**config.mk**
```make
export PLATFORM = sky130hd
export DESIGN_NAME = async_fifo_rd_ctrl_flat
export DESIGN_NICKNAME = d
export VERILOG_FILES = /design/src/rtl/async_fifo_pkg.sv /design/src/rtl/async_fifo_rd_ctrl_if.sv /design/src/rtl/gray_ptr_sync.sv /design/src/rtl/async_fifo_rd_ctrl.sv /design/src/flat_wrapper.sv
export SDC_FILE = /design/constraint.sdc
export NUM_CORES = 1
export LEC_CHECK = 0
export BUFFER_PORTS_ARGS = -buffer_cell sky130_fd_sc_hd__buf_2
export CORE_MARGIN = 8
export CORE_UTILIZATION = 36
export CTS_BUF_LIST = sky130_fd_sc_hd__clkbuf_8
export DETAILED_ROUTE_END_ITERATION = 6
export SYNTH_ARGS = -nofsm -noshare
export SYNTH_HDL_FRONTEND = slang
export SYNTH_SLANG_ARGS = --single-unit
export TNS_END_PERCENT = 1
```
**constraint.sdc**
```tcl
create_clock -name rd_clk -period 5.9 [get_ports rd_clk]
set_clock_uncertainty 0.15 [all_clocks]
set_input_delay 0.59 -clock rd_clk [delete_from_list [all_inputs] [get_ports rd_clk]]
set_output_delay 0.59 -clock rd_clk [all_outputs]
set_load 0.01 [all_outputs]
```
**src/rtl/async_fifo_pkg.sv**
```systemverilog
// Shared helpers for the dual-clock activation FIFO (read and write sides).
// Contents:
//   ptr_width(depth) : pointer width for a FIFO of 'depth' entries.
//                      It is one bit wider than the address, so full and empty can be told apart.
//   bin2gray / gray2bin : pointer code conversions.
//   The conversions work on a 32-bit word. A narrower pointer is zero-extended on the
//   way in and truncated on the way out. Both conversions are width-agnostic under
//   zero extension, so one function pair serves every pointer width.
package async_fifo_pkg;

  localparam int PTR_MAX_W = 32;

  typedef logic [PTR_MAX_W-1:0] ptr_word_t;

  function automatic int ptr_width(input int depth);
    return $clog2(depth) + 1;
  endfunction

  function automatic ptr_word_t bin2gray(input ptr_word_t bin);
    return bin ^ (bin >> 1);
  endfunction

  // Each binary bit is the XOR of the Gray bits at and above it.
  function automatic ptr_word_t gray2bin(input ptr_word_t gray);
    ptr_word_t bin;
    bin = gray;
    for (int i = 1; i < PTR_MAX_W; i++) begin
      bin = bin ^ (gray >> i);
    end
    return bin;
  endfunction

endpackage

```
**src/rtl/async_fifo_rd_ctrl_if.sv**
```systemverilog
// Bundle of the read-side FIFO control signals.
// Signal groups:
//   reader handshake : rd_en, rd_data, rd_valid, empty, almost_empty, rd_level, underflow
//   storage port     : mem_raddr, mem_rdata (mem_rdata is combinational at mem_raddr)
//   cross-domain     : wr_ptr_gray (unsynchronised, from the write side)
//                      rd_ptr_gray (to the write side)
// Modports:
//   master : the read controller
//   slave  : everything around it (reader, storage, write side)
interface async_fifo_rd_ctrl_if #(
  parameter int DATA_WIDTH = 16,
  parameter int ADDR_W     = 4
);

  logic                  rd_en;
  logic [DATA_WIDTH-1:0] rd_data;
  logic                  rd_valid;
  logic                  empty;
  logic                  almost_empty;
  logic [ADDR_W:0]       rd_level;
  logic                  underflow;
  logic [ADDR_W-1:0]     mem_raddr;
  logic [DATA_WIDTH-1:0] mem_rdata;
  logic [ADDR_W:0]       wr_ptr_gray;
  logic [ADDR_W:0]       rd_ptr_gray;

  modport master (
    input  rd_en, wr_ptr_gray, mem_rdata,
    output rd_data, rd_valid, empty, almost_empty, rd_level, underflow,
           mem_raddr, rd_ptr_gray
  );

  modport slave (
    output rd_en, wr_ptr_gray, mem_rdata,
    input  rd_data, rd_valid, empty, almost_empty, rd_level, underflow,
           mem_raddr, rd_ptr_gray
  );

endinterface

```
**src/rtl/gray_ptr_sync.sv**
```systemverilog
// Multi-flop synchroniser for a Gray-coded pointer crossing into rd_clk.
// Ports:
//   rd_clk, rd_rstn : destination clock and asynchronous active-low reset (chain resets to 0)
//   d               : Gray pointer from the foreign domain
//   q               : synchronised pointer, STAGES rd_clk edges behind d
// Passing the whole bus through the chain is safe only because the source changes
// at most one bit per update.
module gray_ptr_sync #(
  parameter int WIDTH  = 5,
  parameter int STAGES = 2
) (
  input  logic             rd_clk,
  input  logic             rd_rstn,
  input  logic [WIDTH-1:0] d,
  output logic [WIDTH-1:0] q
);

  logic [STAGES-1:0][WIDTH-1:0] sync_p;

  always_ff @(posedge rd_clk or negedge rd_rstn) begin
    if (!rd_rstn) begin
      sync_p <= '0;
    end else begin
      sync_p <= {sync_p[STAGES-2:0], d};
    end
  end

  assign q = sync_p[STAGES-1];

endmodule

```
**src/rtl/async_fifo_rd_ctrl.sv**
```systemverilog
// Read-side controller of the dual-clock activation FIFO. It runs entirely in rd_clk.
// Ports:
//   rd_clk, rd_rstn : read clock and asynchronous active-low reset
//   bus (master)    : reader handshake, storage read port, and Gray pointers to/from the write side
// Function:
//   - Synchronises the write pointer and registers empty, almost_empty and the fill level.
//     All three are computed against the post-read pointer, so the last word sets empty
//     on the same edge that consumes it, and the level never goes negative.
//   - The level is conservative, because the synchronised write pointer lags the real one.
module async_fifo_rd_ctrl
  import async_fifo_pkg::*;
#(
  parameter int DATA_WIDTH    = 16,
  parameter int FIFO_DEPTH    = 16,
  parameter int SYNC_STAGES   = 2,
  parameter int AEMPTY_THRESH = 2
) (
  input  logic                 rd_clk,
  input  logic                 rd_rstn,
  async_fifo_rd_ctrl_if.master bus
);

  localparam int ADDR_W = $clog2(FIFO_DEPTH);
  localparam int PTR_W  = ptr_width(FIFO_DEPTH);
  localparam logic [PTR_W-1:0] AEMPTY_LVL = PTR_W'(AEMPTY_THRESH);

  logic [PTR_W-1:0]      wr_gray_s;
  logic [PTR_W-1:0]      wr_bin_s;
  logic                  rd_fire;
  logic [PTR_W-1:0]      rd_ptr_bin_next;
  logic [PTR_W-1:0]      rd_gray_next;
  logic [PTR_W-1:0]      level_next;

  logic [PTR_W-1:0]      rd_ptr_bin_p1;
  logic [PTR_W-1:0]      rd_ptr_gray_p1;
  logic [DATA_WIDTH-1:0] rd_data_p1;
  logic                  vld_p1;
  logic                  empty_p1;
  logic                  aempty_p1;
  logic [PTR_W-1:0]      level_p1;
  logic                  underflow_p1;

  gray_ptr_sync #(
    .WIDTH  (PTR_W),
    .STAGES (SYNC_STAGES)
  ) u_wr_ptr_sync (
    .rd_clk  (rd_clk),
    .rd_rstn (rd_rstn),
    .d       (bus.wr_ptr_gray),
    .q       (wr_gray_s)
  );

  // Stage p0: pointer arithmetic on the current pointer and the synchronised write side
  assign rd_fire         = bus.rd_en & ~empty_p1;
  assign rd_ptr_bin_next = rd_ptr_bin_p1 + PTR_W'(rd_fire);
  assign rd_gray_next    = PTR_W'(bin2gray(ptr_word_t'(rd_ptr_bin_next)));
  assign wr_bin_s        = PTR_W'(gray2bin(ptr_word_t'(wr_gray_s)));
  // Pointers are one bit wider than the address, so modular subtraction yields 0..FIFO_DEPTH.
  assign level_next      = wr_bin_s - rd_ptr_bin_next;

  // Stage p1: registered pointer, flags, level and read word
  always_ff @(posedge rd_clk or negedge rd_rstn) begin
    if (!rd_rstn) begin
      rd_ptr_bin_p1  <= '0;
      rd_ptr_gray_p1 <= '0;
      rd_data_p1     <= '0;
      vld_p1         <= 1'b0;
      empty_p1       <= 1'b1;
      aempty_p1      <= 1'b1;
      level_p1       <= '0;
      underflow_p1   <= 1'b0;
    end else begin
      rd_ptr_bin_p1  <= rd_ptr_bin_next;
      rd_ptr_gray_p1 <= rd_gray_next;
      empty_p1       <= (rd_gray_next == wr_gray_s);
      level_p1       <= level_next;
      aempty_p1      <= (level_next <= AEMPTY_LVL);
      vld_p1         <= rd_fire;
      underflow_p1   <= bus.rd_en & empty_p1;
      if (rd_fire) begin
        rd_data_p1 <= bus.mem_rdata;
      end
    end
  end

  assign bus.mem_raddr    = rd_ptr_bin_p1[ADDR_W-1:0];
  assign bus.rd_ptr_gray  = rd_ptr_gray_p1;
  assign bus.rd_data      = rd_data_p1;
  assign bus.rd_valid     = vld_p1;
  assign bus.empty        = empty_p1;
  assign bus.almost_empty = aempty_p1;
  assign bus.rd_level     = level_p1;
  assign bus.underflow    = underflow_p1;

endmodule

```
**src/flat_wrapper.sv**
```systemverilog
// flat-port wrapper written by rule: the top's interface ports become plain ports
module async_fifo_rd_ctrl_flat import async_fifo_pkg::*;
#(
  parameter int DATA_WIDTH    = 16,
  parameter int FIFO_DEPTH    = 16,
  parameter int SYNC_STAGES   = 2,
  parameter int AEMPTY_THRESH = 2
)
  (rd_clk, rd_rstn, bus_rd_en, bus_wr_ptr_gray, bus_mem_rdata, bus_rd_data, bus_rd_valid, bus_empty, bus_almost_empty, bus_rd_level, bus_underflow, bus_mem_raddr, bus_rd_ptr_gray);
  async_fifo_rd_ctrl_if #(.DATA_WIDTH(DATA_WIDTH), .ADDR_W((4))) bus_i ();
  input  logic rd_clk;
  input  logic rd_rstn;
  input wire logic [$bits(bus_i.rd_en)-1:0] bus_rd_en;
  input wire logic [$bits(bus_i.wr_ptr_gray)-1:0] bus_wr_ptr_gray;
  input wire logic [$bits(bus_i.mem_rdata)-1:0] bus_mem_rdata;
  output wire logic [$bits(bus_i.rd_data)-1:0] bus_rd_data;
  output wire logic [$bits(bus_i.rd_valid)-1:0] bus_rd_valid;
  output wire logic [$bits(bus_i.empty)-1:0] bus_empty;
  output wire logic [$bits(bus_i.almost_empty)-1:0] bus_almost_empty;
  output wire logic [$bits(bus_i.rd_level)-1:0] bus_rd_level;
  output wire logic [$bits(bus_i.underflow)-1:0] bus_underflow;
  output wire logic [$bits(bus_i.mem_raddr)-1:0] bus_mem_raddr;
  output wire logic [$bits(bus_i.rd_ptr_gray)-1:0] bus_rd_ptr_gray;
  assign bus_i.rd_en = bus_rd_en;
  assign bus_i.wr_ptr_gray = bus_wr_ptr_gray;
  assign bus_i.mem_rdata = bus_mem_rdata;
  assign bus_rd_data = bus_i.rd_data;
  assign bus_rd_valid = bus_i.rd_valid;
  assign bus_empty = bus_i.empty;
  assign bus_almost_empty = bus_i.almost_empty;
  assign bus_rd_level = bus_i.rd_level;
  assign bus_underflow = bus_i.underflow;
  assign bus_mem_raddr = bus_i.mem_raddr;
  assign bus_rd_ptr_gray = bus_i.rd_ptr_gray;
  async_fifo_rd_ctrl #(.DATA_WIDTH(DATA_WIDTH), .FIFO_DEPTH(FIFO_DEPTH), .SYNC_STAGES(SYNC_STAGES), .AEMPTY_THRESH(AEMPTY_THRESH)) u_core (.rd_clk(rd_clk), .rd_rstn(rd_rstn), .bus(bus_i));
endmodule
```
# Word-level counts from Yosys, hierarchy flattened

Cells that the tools add are included.
Widths: inputs -> output; s select.

Register bits after elaboration: 45
Bits of input ports: 24
Output and inout port bits: 34
Word-level logic and storage cells: 22

Add/subtract/negate cells: 2
Order comparisons: 1
Equal/unequal tests: 1
Bitwise gates (word level): 8

Operators by type and width:

| operator           | count |
|---|---|
| $xor 5x4->5        | 2 |
| $add 5x1->5        | 1 |
| $eq 5x5->1         | 1 |
| $le 5x2->1 const B | 1 |
| $sub 5x5->5        | 1 |
| $xor 5x1->5        | 1 |
| $xor 5x2->5        | 1 |
| $xor 5x3->5        | 1 |
| $and 1x1->1        | 2 |
| $not 1->1          | 1 |

# Depth between registers and ports, before layout

Gate-level depths: netlist (run 1).

Depth in word-level cells: 6
Depth in mapped cells: 13
Depth with buffers taken out: 10

# Modules after synthesis

From an unflattened synthesis (run 1), not the netlist that was laid out.

Cells, all modules: 122
Area total of the unflattened synthesis: 1803.0 sq um

Modules (own cells, without submodules):

| module             | instances | cells each | area an instance (sq um) | seq. area each (sq um) |
|---|---|---|---|---|
| async_fifo_rd_ctrl | 1         | 107        | 1515.2                   | 853.3 |
| gray_ptr_sync      | 1         | 15         | 287.8                    | 250.2 |

# Worst setup path before layout (run 1)

No wires, ideal clock.

Path kind: input -> register
From: input port bus_rd_en
To: register u_core.aempty_p1, in the netlist u_core.bus.almost_empty
Library setup time: 105 ps
Data arrival time: 3117 ps
Data required time: 5645 ps
Setup slack: 2528 ps
Cell stages on the path: 12
Path buffers: 2
Path through: nand2b_1 > clkbuf_1 > clkbuf_1 > inv_1 > ha_1 > nand3_1 > xor2_1 > ha_1 > a21o_1 > a31oi_1 > xnor2_1 > a2111oi_2

Cells in the longest elaborated chain, start to end: 4

Ends and longest elaborated chain:

| what                           | line                     | RTL |
|---|---|---|
| from (decl)                    | flat_wrapper.sv:13       | `input wire logic [$bits(bus_i.rd_en)-1:0] bus_rd_en;` |
| $and 1x1->1                    | async_fifo_rd_ctrl.sv:54 | `assign rd_fire = bus.rd_en & ~empty_p1;` |
| named net u_core.rd_fire       | async_fifo_rd_ctrl.sv:29 | `logic rd_fire;` |
| $add 5x1->5                    | async_fifo_rd_ctrl.sv:55 | `assign rd_ptr_bin_next = rd_ptr_bin_p1 + PTR_W'(rd_fire);` |
| $sub 5x5->5                    | async_fifo_rd_ctrl.sv:59 | `assign level_next = wr_bin_s - rd_ptr_bin_next;` |
| named net u_core.level_next[4] | async_fifo_rd_ctrl.sv:32 | `logic [PTR_W-1:0] level_next;` |
| $le 5x2->1                     | async_fifo_rd_ctrl.sv:77 | `aempty_p1 <= (level_next <= AEMPTY_LVL);` |
| to (signal assigned)           | async_fifo_rd_ctrl.sv:77 |  |
| to (decl)                      | async_fifo_rd_ctrl.sv:39 | `logic aempty_p1;` |

The timed path passes the listed nets, and every way through them passes these cells.
A chain may end at the register's enable or synchronous reset.

# Worst setup path in the final report (run 1)

From: register u_core.empty_p1, in the netlist u_core.bus.empty
To: register u_core.aempty_p1, in the netlist u_core.bus.almost_empty

Cells in the longest elaborated chain, start to end: 5

Ends and longest elaborated chain:

| what                           | line                     | RTL |
|---|---|---|
| from (decl)                    | async_fifo_rd_ctrl.sv:38 | `logic empty_p1;` |
| from (signal assigned)         | async_fifo_rd_ctrl.sv:75 | `empty_p1 <= (rd_gray_next == wr_gray_s);` |
| $not 1->1                      | async_fifo_rd_ctrl.sv:54 |  |
| $and 1x1->1                    | async_fifo_rd_ctrl.sv:54 |  |
| named net u_core.rd_fire       | async_fifo_rd_ctrl.sv:29 |  |
| $add 5x1->5                    | async_fifo_rd_ctrl.sv:55 |  |
| $sub 5x5->5                    | async_fifo_rd_ctrl.sv:59 |  |
| named net u_core.level_next[4] | async_fifo_rd_ctrl.sv:32 |  |
| $le 5x2->1                     | async_fifo_rd_ctrl.sv:77 |  |

The timed path passes the listed nets, and every way through them passes these cells.

==> flow_summary.toml, run 1 <==
[run_status]
outcome = "complete, no violations"

[clock_tree]
cts_buffers = 5
root_buffer = "clkbuf_8"
cts_setup_buffers = 0
post_cts_resized = 0
insertion_delay_ns = 0.29
cts_tree = "yes"
clkSlewWorstSetupHoldPaths_ns = 0.07
h-tree-depth = 2
numClockSinks = 44
clock_path_buffers = 2
cts_hold_buf = 0

[min_path]
min_path_type = "reg2reg"

[pwr]
power_density_nw_per_um2 = 518
seq_power_share_pct = 39.1
total_power_uw = 1150
p_comb_share_pct = 45.2
power.leakage_uw = 0.00108
ir_drop_v = 0.000151
pwr-share-clk_pct = 15.8
swShare_pct = 36.1
p_int_uw = 736
switching_power_uw = 416

[yosys]
post-synth-top-count-cell = "dfrtp_1"
ys_warn_count = 0
synth_area_leaders = "dfrtp_1, mux2_2, xnor2_1, ha_1, xor2_1"
synth_top_area_share_pct = 58.7
ys_ff_latch = 44
async_reset_ff_share_pct = 100
syn_nets = 150
synth-main-ff-cell = "dfrtp_1"
netlist_area_um2 = 1790
yosys.area.top_type = "dfrtp_1"
synth_common_cells = "dfrtp_1, mux2_2, xnor2_1"
syn_area_per_cell_um2 = 15.1
synth_seq_area_share_pct = 61.6
synth_edf_count = 0
syn_inst = 119
netlist-cell-type-count = 30

[finish]
finalInstanceArea_um2 = 2220
syn2layout_area_growth_pct = 24.2
diodes = 0
final_nets = 210
final_util_pct = 46.8
layout.cells.non_filler = 247
drive_above_1_share_pct = 47.2

[sta]
worst_pin_slew_ns = 0.919
fmax_mhz = 289
timing.final.crit_share_pct = 58.7
relSlewSlack_pct = 38.7
slew_violations = 0
period_minus_slack_ns = 3.46
finalSetupViolations = 0
finalHoldViolations = 0
rsz0062_at_grt = "no"
tns_ns = 0

[place]
gp_congestion = 0.756
place_inst = 239
postPlaceCellArea_um2 = 2130
dp_hpwl_um = 2670
io_buffers = 57

[floorplan]
io_pins = 58
initial_utilization_pct = 37.7
dieHeight_um = 86.5
rows = 25
die_w_um = 86.5
fp.dieArea_um2 = 7490
core_area_um2 = 4750

[worst_setup_path]
critPathCaptureType = "flop"
path_class = "reg2reg"
worstPathRequired_ns = 5.94
crit_fanout = 17
cp-start-kind = "flop"
rrSetupSlack_ns = 2.44
cp.arrival_ns = 3.50

[drt]
wl_per_cell_um = 13.7
initialDrtViolationCount = 24
ant_nets = 0
viasPerCell = 4.32
drt-total-wl_um = 3390
drc = 0
vias = 1067
first_pass_iters = 3

[global_route]
grt_max_degree = 45
grt_use_total_pct = 9.85
grt_pass1_wl_um = 5720
grt_antenna_before_repair = 0
globalRouteOverflowTotal = 0
first_global_vias = 1238

[job]
cap_violations = 0
==> routing by layer <==
metal | vias to the layer above | GRT usage [%] | routed length, um
met5 | - | 0 | 0
met3 | 6 | 3.50 | 205
met2 | 25 | 18.3 | 1910
li1 | 516 | - | -
met1 | 520 | 9.23 | 1210
met4 | 0 | 5.16 | 70
==> cell usage in the layout, fill, tap and decap left out, drive strengths merged, types with 2 or more instances in the layout <==
cell / instances
clkbuf: 6
nand2b: 2
ha: 6
xor2: 8
inv: 8
dfstp: 2
mux2: 16
and2: 3
buf: 57
a21o: 2
dfrtp: 42
xnor2: 12
==> final timing paths <==
kind / start / to / depth (start not counted)
min: u_core.u_wr_ptr_sync.sync_p[0] / u_core.u_wr_ptr_sync.q[0] / 0
min reg2reg: u_core.u_wr_ptr_sync.sync_p[0] / u_core.u_wr_ptr_sync.q[0] / 0
max reg2reg: u_core.bus.empty / u_core.bus.almost_empty / 10
min in group asynchronous: rd_rstn / u_core.u_wr_ptr_sync.sync_p[4] / 1
max in group asynchronous: rd_rstn / u_core.bus.rd_data[10] / 1
max: u_core.bus.empty / u_core.bus.almost_empty / 10
==> cell families (layout without fill, tap and decap cells) <==
group | Yosys count | after routing | share of synthesized area (%)
compound gates | 8 | 8 | 3.56
xor+xnor | 22 | 22 | 12.4
fa+ha+maj | 7 | 7 | 5.31
simple gates | 11 | 11 | 3.77
buf+inv | 10 | 71 | 2.72
flops | 44 | 44 | 61.6
mux | 17 | 17 | 10.6
==> layout make-up <==
class | count | area (um^2)
flip-flops and latches | 44 | 1100
repair buffers | 57 | 285
clock inverters | 2 | 7.51
fillers | 443 | 2530
inverters | 6 | 22.5
well taps | 67 | 83.8
clock buffers | 6 | 82.6
multi-input cells | 65 | 639
==> worst max-delay path: stages, from the launching register on <==
cell,delay (ns)
dfstp_2,0.53
nand2b_1,0.60
inv_1,0.18
ha_1,0.29
nand3_1,0.12
xor2_1,0.34
ha_1,0.35
a21o_1,0.18
a31oi_1,0.17
xnor2_1,0.12
a2111oi_2,0.33
==> stage by stage <==
stage | worst slack, ns | hold WS, ns
4_1_cts | 2.38 | 0.203
3_5_place_dp | 2.27 | 0.185
2_1_floorplan | 2.53 | 0.144
6_report | 2.44 | 0.196
5_1_grt | 2.09 | 0.217
3_3_place_gp | 2.39 | 0.182
==> sequential cells by signal, summed over array words and instances, names as in the netlist <==
register,count
u_core.u_wr_ptr_sync.sync_p,5
u_core.u_wr_ptr_sync.q,5
u_core.bus.empty,1
u_core.bus.rd_data,16
u_core.bus.rd_valid,1
u_core.bus.rd_level,5
u_core.bus.underflow,1
u_core.rd_ptr_bin_p1,5
u_core.bus.rd_ptr_gray,4
u_core.bus.almost_empty,1
==> power groups by stage <==
stage | clock (uW) | combinational, uW | sequential, uW
after floorplan | 0 | 337 | 493
after global placement | 0 | 524 | 454
after detailed placement | 0 | 531 | 457
after CTS | 192 | 534 | 451
after global routing | 206 | 583 | 464
final | 182 | 521 | 450
Note: power is estimated with default switching activity, not from simulation.
==> run 2: changes to the inputs <==
- clock period: 5.9 -> 3.46 ns (I/O delays scaled with it)
==> run 2 against run 1 <==
  * Non-clock buffer count is 4 higher
  * Sequential power is 71% higher
  * Clock power is 71% higher
  * Highest routed layer unchanged
==> flow_summary.toml, run 2 (same netlist as run 1, synthesis figures left out) <==
[pwr]
power_density_nw_per_um2 = 875
power.leakage_uw = 0.00110
ir_drop_v = 0.000283

[min_path]
whs_path_depth = 1
min_path_type = "in2reg"

[worst_setup_path]
worstPathCellList = "xor3_2 > xor2_1 > xnor2_1 > ha_1 > inv_1 > fa_1 > a31oi_1 > xnor2_1 > a2111oi_2"
critPathCaptureType = "flop"
startpoint = "u_core.u_wr_ptr_sync.q[4]"
cp_slowest_cell = "xor3_2"
cp_top_family = "XOR/XNOR gates"
r2r_start = "u_core.u_wr_ptr_sync.q[4]"
rr_endpoint = "u_core.bus.almost_empty"
crit_fanout = 5
path_buf_inv = 1
crit_end = "u_core.bus.almost_empty"
worstPathRequired_ns = 3.50
cp-start-kind = "flop"
critPathMaxStageDelay_ns = 0.51
reg2regPathDepth = 9
rrSetupSlack_ns = 0.42
cp.depth = 9
path_class = "reg2reg"
crit_top_cell = "xnor2_1"
cp.arrival_ns = 3.08

[clock_tree]
clkSlewWorstSetupHoldPaths_ns = 0.07
clock_path_buffers = 2
cts_setup_buffers = 0
root_buffer = "clkbuf_8"
insertion_delay_ns = 0.29
cts_hold_buf = 0
cts_tree = "yes"
h-tree-depth = 2
post_cts_resized = 0
numClockSinks = 44
cts_buffers = 5

[sta]
relSlewSlack_pct = 38.0
finalHoldViolations = 0
rsz0062_at_grt = "no"
timing.final.crit_share_pct = 87.8
fmax_mhz = 329
worst_pin_slew_ns = 0.931
finalSetupViolations = 0
tns_ns = 0
period_minus_slack_ns = 3.04
slew_violations = 0

[finish]
syn2layout_area_growth_pct = 26.3
diodes = 0
final_common_cell = "buf_2"
drive_above_1_share_pct = 46.7
fillers = 440
final_nets = 214
largest_register_ffs = 16
seq_area_um2 = 1100
most-common-layout-cells = "buf_2, dfrtp_1, mux2_2, xnor2_1"
multi_input_area_um2 = 639
finalInstanceArea_um2 = 2260

[job]
cap_violations = 0

[drt]
wl_per_cell_um = 14.2
highest_layer = "met4"
viasPerCell = 4.33
ant_nets = 0
wl_met3_um = 218
wl_met1_um = 1240
vias = 1086
first_pass_iters = 4
wl_met2_um = 2020
initialDrtViolationCount = 18
drt-total-wl_um = 3560
drc = 0

[global_route]
grt_use_total_pct = 9.91
grt_pass1_wl_um = 5700
first_global_vias = 1195
globalRouteOverflowTotal = 0
grt_antenna_before_repair = 0
grt_max_degree = 45

[place]
gp_congestion = 0.784
io_buffers = 57
dp_hpwl_um = 2760
postPlaceCellArea_um2 = 2140

[floorplan]
core_area_um2 = 4750
fp.dieArea_um2 = 7490
rows = 25
io_pins = 58
initial_utilization_pct = 37.7
die_w_um = 86.5
dieHeight_um = 86.5

[run_status]
outcome = "complete, no violations"
run 2: layer usage:
| metal | global-route usage [%] | up-vias |
|---|---|---|
| met5 | 0 | - |
| met4 | 5.32 | 0 |
| met3 | 3.50 | 6 |
| met2 | 18.4 | 32 |
| met1 | 9.22 | 525 |
| li1 | - | 523 |
run 2: worst min path at each step:
stage,slack (ns),endpoint,start
after CTS,0.0009,u_core.u_wr_ptr_sync.sync_p[1],bus_wr_ptr_gray[1]
after global placement,0.18,u_core.u_wr_ptr_sync.q[2],u_core.u_wr_ptr_sync.sync_p[2]
final,0.01,u_core.u_wr_ptr_sync.sync_p[1],bus_wr_ptr_gray[1]
after floorplan,-0.1,u_core.bus.rd_data[0],rd_rstn
after detailed placement,0.19,u_core.u_wr_ptr_sync.q[4],u_core.u_wr_ptr_sync.sync_p[4]
after global routing,0.0003,u_core.u_wr_ptr_sync.sync_p[0],bus_wr_ptr_gray[0]
run 2: stage by stage:
step	std cells	hold slack (ns)	util, %	setup slack, ns	power, uW
CTS	248	0.000935	46.9	0.382	2020
global route	251	0.000325	47.6	0.225	2150
global placement	240	0.183	45.1	0.560	1670
floorplan	119	-0.0996	-	0.0912	1420
finish	251	0.0127	47.6	0.421	1980
detailed placement	240	0.186	45.1	0.446	1690
run 2: power breakdown:
part / total, uW / leakage (uW) / internal [uW] / switching, uW
clock network: 312 / 0.0000538 / 157 / 155
logic: 898 / 0.000532 / 425 / 473
registers: 769 / 0.000513 / 681 / 88.3
total: 1980 / 0.00110 / 1260 / 716
run 2: final cells by class:
cell class | instances | area share, %
clock buffers | 6 | 3.65
repair buffers | 61 | 14.3
well taps | 67 | 3.71
clock inverters | 2 | 0.332
multi-input cells | 65 | 28.3
inverters | 6 | 0.996
flip-flops and latches | 44 | 48.8
==> run 3: changes to the inputs <==
- PLACE_DENSITY: not set -> 0.61
==> run 3 against run 2 <==
  * Fmax is 0.23% lower
  * Largest cell class unchanged
  * Worst hold slack worse by 0.0036 ns
  * Count of clock-buffer cells in the layout is 1 higher
  * Non-clock buffer count stayed put
  * Critical endpoint unchanged
  * Clock power is 34% higher
  * Largest power group unchanged
==> flow_summary.toml, run 3 (same netlist as run 1, synthesis figures left out) <==
[run_status]
outcome = "complete, no violations"

[place]
io_buffers = 57
place_inst = 240
gp_congestion = 0.798
dp_hpwl_um = 2710
postPlaceCellArea_um2 = 2140

[worst_setup_path]
reg2regPathDepth = 9
cp.arrival_ns = 3.08
critPathCaptureType = "flop"
path_class = "reg2reg"
crit_fanout = 5
cp-start-kind = "flop"
worstPathRequired_ns = 3.50

[sta]
period_minus_slack_ns = 3.05
slew_violations = 0
finalSetupViolations = 0
relSlewSlack_pct = 38.2
tns_ns = 0
finalHoldViolations = 0
rsz0062_at_grt = "no"
worst_pin_slew_ns = 0.927
timing.final.crit_share_pct = 88.0
whs_ns = 0.00911
fmax_mhz = 328

[drt]
drt-total-wl_um = 3500
initialDrtViolationCount = 45
vias = 1080
drc = 0
viasPerCell = 4.30
first_pass_iters = 4
ant_nets = 0
wl_per_cell_um = 13.9

[finish]
most-common-layout-cells = "buf_2, dfrtp_1, mux2_2, xnor2_1, xor2_1"
final_nets = 214
drive_above_1_share_pct = 47.8
layout.cells.non_filler = 251
syn2layout_area_growth_pct = 28.3
final_common_cell = "buf_2"
largest_register_ffs = 16
finalInstanceArea_um2 = 2300
diodes = 0

[global_route]
grt_use_total_pct = 9.85
grt_max_degree = 45
grt_pass1_wl_um = 5780
grt_antenna_before_repair = 0
first_global_vias = 1244
globalRouteOverflowTotal = 0

[pwr]
seq_power_share_pct = 36.8
pwr-share-clk_pct = 20.0
power_density_nw_per_um2 = 910
p_int_uw = 1360
ir_drop_v = 0.000324
power.leakage_uw = 0.00111
switching_power_uw = 733
swShare_pct = 35.0
p_comb_share_pct = 43.2

[floorplan]
die_w_um = 86.5
io_pins = 58
dieHeight_um = 86.5
rows = 25
core_area_um2 = 4750
fp.dieArea_um2 = 7490
initial_utilization_pct = 37.7

[job]
cap_violations = 0

[min_path]
whs_path_depth = 1
min_path_type = "in2reg"

[clock_tree]
root_buffer = "clkbuf_8"
insertion_delay_ns = 0.29
h-tree-depth = 2
cts_setup_buffers = 0
cts_tree = "yes"
post_cts_resized = 0
numClockSinks = 44
clkSlewWorstSetupHoldPaths_ns = 0.08
cts_buffers = 5
clock_path_buffers = 2
-- run 3: changes by cell type in the layout (fill, tap and decap cells not counted) --
cell       before  now
bufinv_16       0    1
clkbuf_8        6    7
inv_1           8    6
-- run 3: worst max-delay path, stage by stage, from the launching register on --
cell and delay, ns:
dfrtp_1 0.44, xor3_2 0.51, xor2_1 0.32, xnor2_1 0.17
ha_1 0.16, inv_1 0.06, fa_1 0.42, a31oi_1 0.23
xnor2_1 0.14, a2111oi_2 0.34
-- run 3: worst paths after layout --
kind | endpoint | from | slack [ns]
max | u_core.bus.almost_empty | u_core.u_wr_ptr_sync.q[4] | 0.41
min | u_core.u_wr_ptr_sync.sync_p[3] | bus_wr_ptr_gray[3] | 0.009
max reg2reg | u_core.bus.almost_empty | u_core.u_wr_ptr_sync.q[4] | 0.41
min reg2reg | u_core.u_wr_ptr_sync.q[4] | u_core.u_wr_ptr_sync.sync_p[4] | 0.20
max in group asynchronous | u_core.bus.rd_data[10] | rd_rstn | 2.54
min in group asynchronous | u_core.u_wr_ptr_sync.sync_p[4] | rd_rstn | 0.04
-- run 3: final cells by class --
class | instances | area, um^2
inverters | 6 | 22.5
flip-flops and latches | 44 | 1100
repair buffers | 61 | 323
fillers | 426 | 2460
well taps | 67 | 83.8
clock buffers | 7 | 96.3
multi-input cells | 65 | 639
clock inverters | 1 | 30.0
-- run 3: power groups by stage --
stage	registers [uW]	logic, uW	clock network, uW
finish	771	904	418
global placement	773	900	0
detailed placement	782	914	0
CTS	773	924	430
floorplan	840	575	0
global route	795	1000	453
-- run 3: metrics by stage --
step	power, uW	util, %	setup WS [ns]
floorplan	1420	-	0.0912
global placement	1670	45.1	0.553
detailed placement	1700	45.1	0.428
CTS	2130	48.1	0.397
global route	2250	48.3	0.205
finish	2090	48.3	0.414
-- run 3: timing repair --
| action | 4_1_cts | 5_1_grt |
|---|---|---|
| hold endpoints to repair | 2 | 1 |
| hold buffers | 2 | 1 |
| setup endpoints to repair | 0 | 0 |
-- run 3: layer usage --
metal	GRT usage [%]	share of wire [%]	vias up
met2	17.7	56	29
met5	0	0	-
met3	3.12	3.6	6
met4	5.32	1.9	0
li1	-	-	525
met1	9.85	38	520
